## src/rtl/branch_detect_unit_pkg.sv

```systemverilog
// Shared definitions for the MEM-stage branch resolver.
//   - br_type_e     : encodings of the 2-bit branch class carried down the pipe
//   - DEFAULT_CNT_W : default width of the branch statistics counters
package branch_detect_unit_pkg;

    typedef enum logic [1:0] {
        BR_NONE = 2'b00,
        BR_BEQ  = 2'b01,
        BR_BNE  = 2'b10,
        BR_BLTZ = 2'b11
    } br_type_e;

    localparam int DEFAULT_CNT_W = 16;

endpackage

```

## src/rtl/branch_sat_counter.sv

```systemverilog
// Saturating up-counter with enable and synchronous active-high reset.
// Once the count reaches all-ones it holds there instead of wrapping.
//
// Ports:
//   i_clk    : clock, state updates on the rising edge
//   i_rst    : synchronous active-high reset, wins over i_en
//   i_en     : count one step on this edge (ignored when saturated)
//   o_count  : current count value
module branch_sat_counter #(
    parameter int CNT_W = 16
) (
    input  logic             i_clk,
    input  logic             i_rst,
    input  logic             i_en,
    output logic [CNT_W-1:0] o_count
);

    logic [CNT_W-1:0] r_count;
    logic             w_at_max;

    assign w_at_max = (r_count == {CNT_W{1'b1}});

    always_ff @(posedge i_clk) begin
        if (i_rst) begin
            r_count <= '0;
        end else if (i_en && !w_at_max) begin
            r_count <= r_count + 1'b1;
        end
    end

    assign o_count = r_count;

endmodule

```

## src/rtl/branch_detect_unit.sv

```systemverilog
// MEM-stage branch resolver. Decodes the branch class against the ALU
// Zero/Sign flags into a combinational taken signal (drives PC-source select
// and the IF/ID/EX flush), registers a one-cycle-late flush pulse, and keeps
// saturating counts of resolved and taken branches.
//
// Ports:
//   CLK            : system clock, rising-edge state updates
//   Reset          : synchronous active-high reset, overrides Stall
//   MEM_BranchType : 00 none, 01 beq, 10 bne, 11 bltz
//   MEM_Zero       : ALU result == 0
//   MEM_Sign       : ALU result sign bit
//   Stall          : freezes all registered state
//   Branch         : combinational branch-taken decision
//   Flush_q        : Branch delayed by one (non-stalled) edge
//   BranchCount    : number of resolved branch instructions (saturating)
//   TakenCount     : number of taken branches (saturating)
module branch_detect_unit
    import branch_detect_unit_pkg::*;
#(
    parameter int CNT_W = DEFAULT_CNT_W
) (
    input  logic             CLK,
    input  logic             Reset,
    input  logic [1:0]       MEM_BranchType,
    input  logic             MEM_Zero,
    input  logic             MEM_Sign,
    input  logic             Stall,
    output logic             Branch,
    output logic             Flush_q,
    output logic [CNT_W-1:0] BranchCount,
    output logic [CNT_W-1:0] TakenCount
);

    br_type_e w_br_type;
    logic     w_taken;
    logic     w_is_branch;
    logic     w_cnt_branch_en;
    logic     w_cnt_taken_en;
    logic     r_flush;

    assign w_br_type = br_type_e'(MEM_BranchType);

    // Flags not relevant to the active class are deliberately ignored.
    always_comb begin
        w_taken = 1'b0;
        case (w_br_type)
            BR_NONE: w_taken = 1'b0;
            BR_BEQ:  w_taken = MEM_Zero;
            BR_BNE:  w_taken = ~MEM_Zero;
            BR_BLTZ: w_taken = MEM_Sign;
            default: w_taken = 1'b0;
        endcase
    end

    assign Branch      = w_taken;
    assign w_is_branch = (w_br_type != BR_NONE);

    // Taken implies a real branch class and both counters saturate at the
    // same value, so TakenCount can never overtake BranchCount.
    assign w_cnt_branch_en = ~Stall & w_is_branch;
    assign w_cnt_taken_en  = ~Stall & w_taken;

    always_ff @(posedge CLK) begin
        if (Reset) begin
            r_flush <= 1'b0;
        end else if (!Stall) begin
            r_flush <= w_taken;
        end
    end

    assign Flush_q = r_flush;

    branch_sat_counter #(
        .CNT_W (CNT_W)
    ) u_cnt_branch (
        .i_clk   (CLK),
        .i_rst   (Reset),
        .i_en    (w_cnt_branch_en),
        .o_count (BranchCount)
    );

    branch_sat_counter #(
        .CNT_W (CNT_W)
    ) u_cnt_taken (
        .i_clk   (CLK),
        .i_rst   (Reset),
        .i_en    (w_cnt_taken_en),
        .o_count (TakenCount)
    );

endmodule

```

## config.mk

```make
export PLATFORM = sky130hd
export DESIGN_NAME = branch_detect_unit
export DESIGN_NICKNAME = d
export VERILOG_FILES = /design/src/rtl/branch_detect_unit_pkg.sv /design/src/rtl/branch_sat_counter.sv /design/src/rtl/branch_detect_unit.sv
export SDC_FILE = /design/constraint.sdc
export NUM_CORES = 1
export LEC_CHECK = 0
export CAP_MARGIN = 10
export CORE_MARGIN = 2
export CORE_UTILIZATION = 40
export DETAILED_ROUTE_END_ITERATION = 6
export PLACE_DENSITY_LB_ADDON = 0.05
export SYNTH_ARGS = -nofsm -noshare
export SYNTH_HDL_FRONTEND = slang
export SYNTH_SLANG_ARGS = --single-unit
export TNS_END_PERCENT = 50
```

## constraint.sdc

```tcl
create_clock -name CLK -period 2.3 [get_ports CLK]
set_clock_uncertainty 0.05 [all_clocks]
set_input_delay 0.575 -clock CLK [delete_from_list [all_inputs] [get_ports CLK]]
set_output_delay 0.575 -clock CLK [all_outputs]
set_load 0.01 [all_outputs]
```

==> metrics.json <==
{
  "timing.critical_path.buf_inv": {"value": 2},
  "die-area": {"value": 0.004716, "unit": "mm²"},
  "p_leak": {"value": 0.8326, "unit": "nW"},
  "yosysUniqueCellTypes": {"value": 40},
  "worstSetupPathType": {"value": "input port to primary output"},
  "maxClockFrequency": {"value": 0.4368, "unit": "GHz"},
  "drt-wirelength-per-cell": {"value": 13.37, "unit": "µm"},
  "vias": {"value": 1625},
  "synth_top_cells_by_area": {"value": "sky130_fd_sc_hd__dfxtp_1 39%, sky130_fd_sc_hd__xnor2_1 7.9%, sky130_fd_sc_hd__nor2_1 6.5%"},
  "clk_pin_slew": {"value": 0.07, "unit": "ns"},
  "antenna_violations_before_repair": {"value": 0},
  "place.gp.congestion": {"value": 0.8325},
  "grt_pass1_vias": {"value": 1512},
  "clockRootBuffer": {"value": "sky130_fd_sc_hd__clkbuf_8"},
  "flow.area_growth_from_synthesis": {"value": 39.87, "unit": "%"},
  "tritoncts_clock_tree": {"value": "done"},
  "post_synth.cell_area_avg": {"value": 8.579, "unit": "µm²"},
  "clock_latency": {"value": 0.29, "unit": "ns"},
  "groute.usage.overall": {"value": 18.91, "unit": "%"},
  "yosys_register_bits": {"value": 33},
  "irDropWorstVdd": {"value": 284.6, "unit": "µV"},
  "synth_flop_cell": {"value": "sky130_fd_sc_hd__dfxtp_1"},
  "r2r-start": {"value": "u_cnt_taken.o_count[0]"},
  "worst_pin_slew": {"value": 0.4496, "unit": "ns"},
  "tritoncts.num_buffers": {"value": 5},
  "ys_seq_area_share": {"value": 39.49, "unit": "%"},
  "route.final.wire_length": {"value": 4091, "unit": "µm"},
  "cts_buffer_depth": {"value": 2},
  "finalInstanceArea": {"value": 0.002340, "unit": "mm²"},
  "worst_ep_arrival_time": {"value": 1.66, "unit": "ns"},
  "postRouteAntennaNets": {"value": 0},
  "dp.final_hpwl": {"value": 3050, "unit": "µm"},
  "die-height": {"value": 68.67, "unit": "µm"},
  "synthesis.instances": {"value": 195},
  "synth_fp_nets": {"value": 204},
  "critical_path.max_fanout": {"value": 2},
  "floorplan.die.width": {"value": 68.67, "unit": "µm"},
  "firstDrtPassIters": {"value": 4},
  "count_of_input_and_output_buffers": {"value": 40},
  "type_of_the_worst_min_delay_path": {"value": "flop to flop"},
  "synthDominantCellAreaShare": {"value": 39.49, "unit": "%"},
  "hold_viol_final": {"value": 0},
  "post_synth_instance_area": {"value": 0.001673, "unit": "mm²"},
  "ys_async_sr_fraction": {"value": 0, "unit": "%"},
  "core.rowCount": {"value": 23},
  "run_status": {"value": "finished clean"},
  "num_antenna_cells": {"value": 0},
  "critPathTopFamily": {"value": "buffers and inverters"},
  "yosys_warnings": {"value": 0},
  "timing.hold.worst.start": {"value": "Flush_q"},
  "initial_core_utilization": {"value": 41.82, "unit": "%"},
  "layout.cells.most_common": {"value": "sky130_fd_sc_hd__clkdlybuf4s50_1"},
  "cts.htree.levels": {"value": 2},
  "global_route.overflow_total": {"value": 0},
  "final_nets": {"value": 264},
  "power_density": {"value": 470.4, "unit": "mW/mm²"},
  "ios": {"value": 41},
  "r2r_end": {"value": "u_cnt_taken.o_count[0]"},
  "layout_worst_path_cycle_share": {"value": 99.54, "unit": "%"},
  "worst-endpoint-required": {"value": 1.67, "unit": "ns"},
  "final_layout_size_suffix_gt1_share": {"value": 14.45, "unit": "%"},
  "r2r_cells": {"value": 6},
  "core": {"value": 0.004000, "unit": "mm²"},
  "regToRegSetupSlack": {"value": 0.44, "unit": "ns"},
  "grt_first_pass_wirelength": {"value": 6575, "unit": "µm"},
  "clock_sinks": {"value": 33},
  "netlist.top_cell.by_area": {"value": "sky130_fd_sc_hd__dfxtp_1"},
  "cap_viol_max_count": {"value": 0},
  "period_minus_slack": {"value": 2.289, "unit": "ns"},
  "dr_iter_0_viols": {"value": 74},
  "final_max_slew_viol_count": {"value": 0},
  "min_to": {"value": "Flush_q"},
  "cpMaxStageDelayCell": {"value": "sky130_fd_sc_hd__clkdlybuf4s50_1"},
  "max-slew-margin-rel": {"value": 69.80, "unit": "%"},
  "synth_enable_flop_cells": {"value": 0},
  "layout_common_cells": {"value": "38 x sky130_fd_sc_hd__clkdlybuf4s50_1, 33 x sky130_fd_sc_hd__dfxtp_1, 29 x sky130_fd_sc_hd__nor2_1"},
  "setup.worst_path.start_class": {"value": "input port"},
  "path_cells": {"value": "clkdlybuf4s50_1 -> mux2i_2 -> nor2_1 -> dlygate4sd2_1"},
  "filler_cell_count": {"value": 368},
  "timing.critical_path.slowest_cell_delay": {"value": 0.50, "unit": "ns"},
  "drc": {"value": 0},
  "setup_total_negative_slack": {"value": 0, "unit": "ns"},
  "avgViaCountPerCell": {"value": 5.310},
  "grt_max_degree": {"value": 18},
  "worst_setup_path_end_kind": {"value": "primary output"},
  "timing.hold.worst_path_depth": {"value": 2},
  "final_setup_vio_count": {"value": 0},
  "placed_area": {"value": 0.002240, "unit": "mm²"}
}
[sequential cells by signal, indices dropped and copies added, names as in the netlist]
signal                cells
u_cnt_taken.o_count      16
Flush_q                   1
u_cnt_branch.o_count     16
[power breakdown]
part / internal [W] / switching [W] / leakage (nW)
logic: 0.0000489 / 0.0000398 / 0.521
clock network: 0.000210 / 0.000214 / 0.0450
registers: 0.000578 / 0.00000975 / 0.266
total: 0.000837 / 0.000264 / 0.833
[synthesized netlist by cell type (3+ instances only)]
cell,n
sky130_fd_sc_hd__a211oi_1,3
sky130_fd_sc_hd__a21oi_1,11
sky130_fd_sc_hd__and3_1,6
sky130_fd_sc_hd__and4_1,3
sky130_fd_sc_hd__clkbuf_1,3
sky130_fd_sc_hd__dfxtp_1,33
sky130_fd_sc_hd__nand2_1,13
sky130_fd_sc_hd__nand3_1,10
sky130_fd_sc_hd__nand4_1,7
sky130_fd_sc_hd__nor2_1,29
sky130_fd_sc_hd__nor3_1,15
sky130_fd_sc_hd__nor4_1,3
sky130_fd_sc_hd__o21ai_0,5
sky130_fd_sc_hd__or3_1,4
sky130_fd_sc_hd__xnor2_1,15
sky130_fd_sc_hd__xor2_1,3
[cell families after synthesis]
kind of cell | Yosys count | share of synthesized area, %
fa+ha+maj | 2 | 1.496
compound gates | 28 | 10.55
simple gates | 104 | 35.53
mux | 2 | 1.197
xor+xnor | 18 | 9.425
buf+inv | 8 | 2.318
flops | 33 | 39.49
[worst reg2reg max path, stage by stage (launching register included)]
cell,delay (ns)
sky130_fd_sc_hd__dfxtp_1,0.45
sky130_fd_sc_hd__ha_1,0.29
sky130_fd_sc_hd__nand3_1,0.21
sky130_fd_sc_hd__nor4_4,0.38
sky130_fd_sc_hd__nor2_1,0.13
sky130_fd_sc_hd__xnor2_1,0.18
sky130_fd_sc_hd__nor2_1,0.06
[worst max path at each step]
stage               slack, ns               from  cells after the start                 endpoint
CTS                     0.006           MEM_Zero                      4                   Branch
finish                   0.01           MEM_Zero                      4                   Branch
detailed placement      -0.27  MEM_BranchType[0]                      7   u_cnt_taken.o_count[4]
floorplan                0.34           MEM_Sign                      6  u_cnt_taken.o_count[12]
global placement        -0.20  MEM_BranchType[0]                      7   u_cnt_taken.o_count[4]
global route            -0.02           MEM_Zero                      4                   Branch
[through the flow]
stage	cells	hold WS (ns)	power (W)	util, %	setup WS (ns)
after detailed placement	297	0.4066	0.0006868	55.99	-0.2731
final	306	0.4120	0.001101	58.49	0.01055
after global routing	306	0.4434	0.001155	58.49	-0.01765
after global placement	297	0.4019	0.0006846	55.99	-0.2009
after CTS	305	0.4163	0.001109	58.02	0.005755
after floorplan	195	0.4305	0.0006394	-	0.3449
[area by class of cell]
cell class / instances / area (µm²) / area share, %
clock buffers: 6 / 72.57 / 3.102
clock inverters: 2 / 10.01 / 0.4278
inverters: 2 / 7.507 / 0.3209
multi-input cells: 154 / 982.2 / 41.98
flip-flops and latches: 33 / 660.6 / 28.24
well taps: 50 / 62.56 / 2.674
repair buffers: 59 / 544.3 / 23.26
[metal layers]
layer  GRT usage [%]  share of wire [%]
met1           23.88                 49
met2           30.05                 45
met3           4.870                4.5
met4           8.750                1.8
met5               0                  0
[what timing repair did]
action                                 4_1_cts  5_1_grt
endpoints found under the hold margin        0        0
hold buffers                                 0        0
setup buffers                                0        1
resized for setup                            1        3
pin swaps                                    0        0
setup endpoints to repair                    1        7
Power figures use the tool's default switching activity.
